[src/rtl/truth_table_sweeper.sv]
// Exhaustive stimulus engine: walks all 2^N_IN input vectors (binary or Gray order),
// holds each for HOLD cycles and counts vectors where dut_out differs from ref_out.
//
// state | meaning
// IDLE  | waiting for start after reset
// RUN   | sweeping vectors, sampling at the end of each hold window
// DONE  | sweep finished, results held until next start or reset
module truth_table_sweeper #(
    parameter int N_IN  = 4,
    parameter int N_OUT = 2,
    parameter int HOLD  = 20
) (
    input  logic             clk,
    input  logic             rst_n,
    input  logic             start,
    input  logic             gray_en,
    output logic [N_IN-1:0]  stim,
    input  logic [N_OUT-1:0] dut_out,
    input  logic [N_OUT-1:0] ref_out,
    output logic             sample,
    output logic             busy,
    output logic             done,
    output logic [N_IN:0]    err_count,
    output logic             err_flag,
    output logic [N_IN-1:0]  first_err_vec
);

    localparam int HW = (HOLD > 1) ? $clog2(HOLD) : 1;
    localparam logic [HW-1:0] HOLD_LAST = HW'(HOLD - 1);
    localparam logic [N_IN:0] LAST_IDX  = {1'b0, {N_IN{1'b1}}};

    typedef enum logic [1:0] {IDLE, RUN, DONE} state_t;

    state_t          state_q, state_d;
    logic [N_IN:0]   idx_q, idx_d;
    logic [HW-1:0]   hold_q, hold_d;
    logic [N_IN-1:0] stim_q, stim_d;
    logic [N_IN:0]   err_q, err_d;
    logic [N_IN-1:0] first_q, first_d;
    logic            gray_q, gray_d;
    logic            sample_w;

    function automatic logic [N_IN-1:0] enc(input logic [N_IN:0] i, input logic g);
        logic [N_IN:0] v;
        v = g ? (i ^ (i >> 1)) : i;
        return v[N_IN-1:0];
    endfunction

    always_comb begin
        state_d  = state_q;
        idx_d    = idx_q;
        hold_d   = hold_q;
        stim_d   = stim_q;
        err_d    = err_q;
        first_d  = first_q;
        gray_d   = gray_q;
        sample_w = (state_q == RUN) && (hold_q == HOLD_LAST);

        case (state_q)
            IDLE, DONE: begin
                if (start) begin
                    state_d = RUN;
                    idx_d   = '0;
                    hold_d  = '0;
                    stim_d  = enc('0, gray_en);
                    err_d   = '0;
                    first_d = '0;
                    gray_d  = gray_en;
                end
            end
            RUN: begin
                if (sample_w) begin
                    if (dut_out != ref_out) begin
                        err_d = err_q + (N_IN+1)'(1);
                        if (err_q == '0) first_d = stim_q;
                    end
                    if (idx_q != LAST_IDX) begin
                        idx_d  = idx_q + (N_IN+1)'(1);
                        stim_d = enc(idx_q + (N_IN+1)'(1), gray_q);
                        hold_d = '0;
                    end else begin
                        state_d = DONE;
                    end
                end else begin
                    hold_d = hold_q + HW'(1);
                end
            end
            default: state_d = IDLE;
        endcase
    end

    always_ff @(posedge clk) begin
        if (!rst_n) begin
            state_q <= IDLE;
            idx_q   <= '0;
            hold_q  <= '0;
            stim_q  <= '0;
            err_q   <= '0;
            first_q <= '0;
            gray_q  <= 1'b0;
        end else begin
            state_q <= state_d;
            idx_q   <= idx_d;
            hold_q  <= hold_d;
            stim_q  <= stim_d;
            err_q   <= err_d;
            first_q <= first_d;
            gray_q  <= gray_d;
        end
    end

    assign stim          = stim_q;
    assign sample        = sample_w;
    assign busy          = (state_q == RUN);
    assign done          = (state_q == DONE);
    assign err_count     = err_q;
    assign err_flag      = (err_q != '0);
    assign first_err_vec = first_q;

endmodule

[config.mk]
export PLATFORM = sky130hd
export DESIGN_NAME = truth_table_sweeper
export DESIGN_NICKNAME = d
export VERILOG_FILES = /design/src/rtl/truth_table_sweeper.sv
export SDC_FILE = /design/constraint.sdc
export NUM_CORES = 1
export LEC_CHECK = 0
export ABC_AREA = 1
export CORE_MARGIN = 2
export CORE_UTILIZATION = 50
export DETAILED_ROUTE_END_ITERATION = 8
export DONT_BUFFER_PORTS = 1
export SKIP_LAST_GASP = 1
export SYNTH_ARGS = -nofsm -noshare
export SYNTH_HDL_FRONTEND = slang
export SYNTH_SLANG_ARGS = --single-unit
[constraint.sdc]
create_clock -name clk -period 1.9 [get_ports clk]
set_input_delay 0.19 -clock clk [delete_from_list [all_inputs] [get_ports clk]]
set_output_delay 0.19 -clock clk [all_outputs]
set_load 0.01 [all_outputs]
==> results of run 1 <==
[path summary, 6_finish.rpt]
kind,from,endpoint,slack (ns),depth (start not counted)
min,start,gray_q,0.03,2
min reg2reg,idx_q[4],idx_q[4],0.48,2
max,idx_q[0],stim[3],0.18,9
max reg2reg,idx_q[0],stim[3],0.18,9
[through the flow]
stage | setup slack (ns) | area [µm²] | utilization [%] | instances | total power, mW
2_1_floorplan | 0.3463 | 1505 | - | 223 | 0.8438
3_3_place_gp | 0.2078 | 1543 | 55.00 | 253 | 0.9022
3_5_place_dp | 0.1379 | 1543 | 55.00 | 253 | 0.9030
4_1_cts | 0.1022 | 1575 | 56.16 | 257 | 1.133
5_1_grt | 0.006033 | 1583 | 56.42 | 257 | 1.206
6_report | 0.1764 | 1583 | 56.42 | 257 | 1.136
[worst max-delay path, cell delays in order, from the launching register on]
cell     delay (ns)
dfxtp_2        0.37
ha_1           0.21
nand2_1        0.10
nor2_1         0.05
ha_1           0.22
nor2_4         0.17
inv_1          0.09
nor2_4         0.19
nand3_1        0.10
a21oi_1        0.14
[cell usage after synthesis, types with 2 or more instances]
cell,number
nand2_1,63
inv_1,27
dfxtp_1,26
a21oi_1,24
nor2_1,18
nand3_1,17
nand4_1,9
o21ai_0,7
ha_1,5
inv_2,4
nand2_4,4
nand3_2,3
or2_2,3
nand2_2,2
nor2_2,2
nor2_4,2
o21bai_1,2
[layer usage]
metal / GRT usage [%] / vias up / wire (µm)
met3: 4.396 / 6 / 178
met2: 36.03 / 31 / 1573
met4: 5.844 / 0 / 33
li1: - / 729 / -
met1: 28.94 / 646 / 1601
met5: 0 / - / 0
[flip-flops by register name (all words and copies together), names as in the netlist]
register       flops
err_count          5
first_err_vec      4
gray_q             1
hold_q             5
idx_q              5
state_q            2
stim               4
[cell type report]
type,count,share of cell area [%]
tap,31,2.451
inverter,32,7.589
sequential,26,33.04
clock buffer,3,1.423
multi-input combinational,163,54.39
timing repair buffer,2,1.107
[power breakdown]
group	switching (mW)	leakage [nW]	total (mW)	internal [mW]
registers	0.0487	0.213	0.629	0.580
clock network	0.162	0.0138	0.237	0.0744
logic	0.185	0.464	0.271	0.0858
total	0.396	0.691	1.14	0.740
[what timing repair did]
| item | in CTS | in global routing |
|---|---|---|
| endpoints found under the hold margin | 7 | 0 |
| resized for setup | 0 | 3 |
| hold buffers | 1 | 0 |
| setup endpoints to repair | 0 | 10 |
[logic make-up after synthesis]
kind of cell               count (synthesis)  synth area share, %
buffers and inverters                     34                8.561
AOI/OAI and AO/OA                         34                12.39
adders and majority gates                  5                4.156
DFF                                       26                34.58
and+or+nand+nor                          124                40.32
==> results.tsv, run 1 <==
stage	metric	value	unit
outcome	status	finished, violations left	
outcome	violated checks	DRC	
synthesis	Mapped Nets	236	
sta	RSZ-0062 raised after global routing	no	
pwr	leakage	0.6908	nW
pwr	pwr/cell area	717.8	nW/µm²
final_layout	fill count	298	
drt	Vias/cell	5.494	
floorplanning	Die ar.	3465	µm²
synthesis	most common flop cell mapped by yosys	dfxtp_1	
sta	fmax	0.5802	GHz
sta	Tmin final	1.724	ns
cts	total CTS buffers	3	
sta	max-slew violations	0	
flow_run	max-cap viol count	0	
sta	setup TNS	0	ns
critical_path	Crit. End Element	flop	
sta	worst hold margin	0.03449	ns
global_route	GRT overflow	0	
final_layout	register area	523.0	µm²
drt	final wirelength	3.386	mm
sta	Final period util	90.72	%
synthesis	Synth Cell Area	1505	µm²
drt	# DRC	2	
synthesis	Cells after Synth	223	
synthesis	Syn Area/Cell	6.750	µm²
cts	setup bufs post-CTS	0	
critical_path	crit path max fanout	7	
drt	DR vias	1412	
sta	Fin Clk Skew	0.007422	ns
final_layout	proportion of layout cells with a drive suffix above 1	12.39	%
cts	Max Root-Sink Buffers	2	
critical_path	Worst EP required	2.14	ns
final_layout	area of the multi-input gates	860.8	µm²
final_layout	ANT cells	0	
floorplanning	die height	58.87	µm
synthesis	Distinct cells, synth	22	
global_route	vias in the first global route	1281	
drt	first-pass iteration count of the detailed router	6	
sta	Rel. slew slack	60.70	%
sta	Final Hold Viols	0	
synthesis	Yosys reg bits	26	
drt	routed len/inst	13.18	µm
synthesis	Post-synth EDFFs	0	
synthesis	top cell type's share of synthesized area	34.58	%
placement	HPWL after DPL	2.506	mm
drt	DR iter-0 viols	80	
pwr	VDD IR-drop max	438.7	µV
global_route	first-pass GRT wire length	5.761	mm
drt	post-route antenna net violation count	0	
synthesis	top post-synthesis cells by area	dfxtp_1 35%, nand2_1 16%, a21oi_1 8.0%	
final_layout	commonest non-fill, non-tap cell in the layout	nand2_1	
placement	PortBufs	0	
floorplanning	core region area	2805	µm²
hold_path	Hold Path Class	input pin to flop	
floorplanning	Starting Density	53.66	%
critical_path	CP Data Arrival Time	1.97	ns
final_layout	Final nets	241	
global_route	largest net degree at the start of global routing	20	
critical_path	crit path kind	flop to flop	
cts	Skew-Pair Late Insertion Delay	0.32	ns
cts	H-tree depth	1	
synthesis	Yosys warnings	0	
global_route	Global Route Usage Sum	21.81	%
placement	routability cong.	0.8583	
synthesis	cell taking the most area after synthesis	dfxtp_1	
floorplanning	chip width	58.87	µm
sta	actual slew at the worst max-slew pin	0.5859	ns
cts	CTS tree	built	
cts	clock sink count	26	
critical_path	type of origin of the critical path	flop	
cts	Clk pin slew, worst setup/hold paths	0.14	ns
floorplanning	I/O Pins	25	
final_layout	commonest cells after routing, fill and taps aside	63 x nand2_1, 27 x inv_1, 24 x a21oi_1, 24 x dfxtp_1, 18 x nor2_1	
cts	clock root buffer	clkbuf_4	
synthesis	Async SR Flop Fraction	0	%
synthesis	sequential area share after synthesis	34.58	%
sta	endpoints failing setup	0	
global_route	initial antenna violation count	0	
final_layout	P&R area growth vs syn	5.154	%
floorplanning	row count	19	
Power figures use the tool's default switching activity.
==> run 2, diff against run 1 <==
Settings changed: ABC_AREA 1 to unset.
==> run 2 against run 1 <==
  * The run now ends clean
  * Via count down 16%
  * Critical endpoint is now sample
  * Clock-buffer cell count unchanged
  * Largest cell class unchanged
  * Synthesized cell count down 31%
  * Final area down 3.1%
  * Routed wire length down 12%
  * Sequential share of layout area up 0.89 points
  * Global-route usage down 1.9 points
  * Register-to-register slack worse by 0.02 ns
  * Worst setup slack worse by 0.036 ns
==> results.tsv, run 2 <==
stage	metric	value	unit
synthesis	Yosys warnings	0	
critical_path	largest delay contributor family on the critical path	simple AND/OR/NAND/NOR gates	
pwr	pwr/cell area	684.1	nW/µm²
synthesis	Cells after Synth	153	
critical_path	crit-path cells	ha_1 -> nand4bb_1 -> nor2_1	
cts	Max Root-Sink Buffers	2	
synthesis	Distinct cells, synth	39	
placement	DP Area	1453	µm²
synthesis	Synth Cell Area	1338	µm²
synthesis	Mapped Nets	166	
flow_run	max-cap viol count	0	
synthesis	Yosys reg bits	26	
synthesis	sequential area share after synthesis	38.91	%
placement	Placed Cells	191	
drt	post-route antenna net violation count	0	
synthesis	most common flop cell mapped by yosys	dfxtp_1	
synthesis	Async SR Flop Fraction	0	%
critical_path	crit path launch	hold_q[0]	
sta	fmax	0.5681	GHz
final_layout	P&R area growth vs syn	14.69	%
placement	PortBufs	0	
pwr	VDD IR-drop max	483.4	µV
placement	HPWL after DPL	2.171	mm
final_layout	commonest cells after routing, fill and taps aside	26 x dfxtp_1, 15 x a21oi_1, 14 x buf_4	
sta	RSZ-0062 raised after global routing	no	
floorplanning	core region area	2500	µm²
pwr	leakage	0.5645	nW
final_layout	commonest non-fill, non-tap cell in the layout	dfxtp_1	
drt	DR iter-0 viols	37	
placement	routability cong.	0.8950	
critical_path	crit-path max cell delay	0.40	ns
critical_path	Worst EP required	1.71	ns
critical_path	reg2reg path depth	7	
cts	Clk pin slew, worst setup/hold paths	0.15	ns
synthesis	commonest cells in the synthesized netlist	26 x dfxtp_1, 15 x a21oi_1, 12 x nor2_1	
floorplanning	I/O Pins	25	
sta	setup TNS	0	ns
floorplanning	Die ar.	3105	µm²
cts	clock root buffer	clkbuf_4	
floorplanning	row count	18	
global_route	GRT overflow	0	
critical_path	critical path's slowest cell	dfxtp_1	
global_route	initial antenna violation count	0	
final_layout	proportion of layout cells with a drive suffix above 1	16.77	%
floorplanning	chip width	55.72	µm
sta	max-slew violations	0	
global_route	vias in the first global route	1146	
critical_path	Critical Path Stages	3	
sta	Final Hold Viols	0	
floorplanning	Starting Density	53.50	%
drt	final wirelength	2.978	mm
floorplanning	die height	55.72	µm
outcome	status	finished, final reports clean	
critical_path	type of origin of the critical path	flop	
synthesis	top post-synthesis cells by area	dfxtp_1 39%, a21oi_1 5.6%, xor2_1 5.2%	
cts	CTS tree	built	
sta	Final period util	92.64	%
drt	DR vias	1181	
synthesis	Post-synth EDFFs	0	
global_route	largest net degree at the start of global routing	16	
final_layout	ANT cells	0	
critical_path	r2r endpoint	stim[0]	
sta	actual slew at the worst max-slew pin	0.4720	ns
critical_path	FF-to-FF Start	idx_q[0]	
critical_path	crit path max fanout	6	
critical_path	CP Data Arrival Time	1.57	ns
critical_path	crit path buf inv count	0	
critical_path	crit path kind	flop to output pin	
final_layout	fin util	61.36	%
synthesis	most common cell in the netlist	dfxtp_1	
cts	Skew-Pair Late Insertion Delay	0.33	ns
sta	Tmin final	1.760	ns
critical_path	Crit. End Element	output pin	
final_layout	Final nets	181	
cts	H-tree depth	1	
global_route	first-pass GRT wire length	5.085	mm
sta	endpoints failing setup	0	
synthesis	top cell type's share of synthesized area	38.91	%
hold_path	Hold Path Class	input pin to flop	
sta	Fin Clk Skew	0.003789	ns
global_route	Global Route Usage Sum	19.93	%
critical_path	Setup crit end	sample	
critical_path	register-to-register setup slack	0.16	ns
drt	Vias/cell	5.995	
cts	total CTS buffers	3	
synthesis	Syn Area/Cell	8.742	µm²
cts	clock sink count	26	
drt	first-pass iteration count of the detailed router	4	
final_layout	fin area	1534	µm²
drt	# DRC	0	
final_layout	final std cells w/o fill	197	
drt	routed len/inst	15.12	µm
sta	Rel. slew slack	68.36	%
synthesis	cell taking the most area after synthesis	dfxtp_1	
run 2: changes by cell type after synthesis, sizes merged, moves of 8 or more:
cell   delta
nand3    -12
a21oi     -8
inv      -22
nor2     -11
nand4     -9
nand2    -58
xor2      +8
run 2: layout make-up:
class | instances | area (µm²)
flip-flops and latches | 26 | 520.5
repair buffers | 16 | 125.1
well taps | 30 | 37.54
clock inverters | 1 | 30.03
clock buffers | 3 | 22.52
fillers | 237 | 965.9
inverters | 10 | 38.79
multi-input cells | 111 | 759.5
run 2: timing repair:
| item | in CTS | in global routing |
|---|---|---|
| hold buffers | 2 | 0 |
| hold endpoints to repair | 7 | 0 |
| setup buffers | 0 | 0 |
| setup endpoints to repair | 0 | 3 |
| resized for setup | 0 | 2 |
run 2: worst min-delay path by stage:
stage	to	cells past startpoint	start	slack (ns)
finish	first_err_vec[1]	2	rst_n	0.01
global placement	stim[1]	2	rst_n	0.34
detailed placement	stim[1]	2	rst_n	0.34
global route	first_err_vec[1]	2	rst_n	0.004
floorplan	gray_q	2	gray_en	0.33
CTS	first_err_vec[1]	2	rst_n	0.003
run 2: kinds of logic after synthesis:
kind of cell               share of synthesized area (%)
AOI/OAI and AO/OA                                  18.52
adders and majority gates                          4.677
buffers and inverters                              4.958
and+or+nand+nor                                    22.45
DFF                                                38.91
xor gates and xnor gates                           5.894
muxes                                              4.584
run 2: per-layer routing:
metal  global-route usage (%)  vias to the layer above  wire, µm
met1                    26.92                      570      1386
met3                    4.186                        2       166
li1                         -                      577         -
met2                    30.61                       32      1408
met5                        0                        -         0
met4                    8.711                        0        15
run 2: worst reg2reg max path, stage by stage (launching register included):
cell and delay, ns:
dfxtp_1 0.35, ha_1 0.20, and3_1 0.19, ha_2 0.20
inv_1 0.10, a31oi_2 0.12, or3_1 0.38, a21oi_1 0.15
run 2: per-stage QoR:
step | power (mW) | worst slack, ns | hold WS [ns]
final | 1.049 | 0.1399 | 0.01125
after global routing | 1.086 | 0.005512 | 0.004311
after CTS | 1.057 | 0.09635 | 0.003181
after detailed placement | 0.6645 | 0.1374 | 0.3360
after global placement | 0.6629 | 0.2060 | 0.3355
after floorplan | 0.6389 | 0.1800 | 0.3260
run 2: where the power goes:
group | internal (mW) | switching [mW]
Combinational | 0.0375 | 0.0631
Clock | 0.213 | 0.176
Sequential | 0.552 | 0.00689
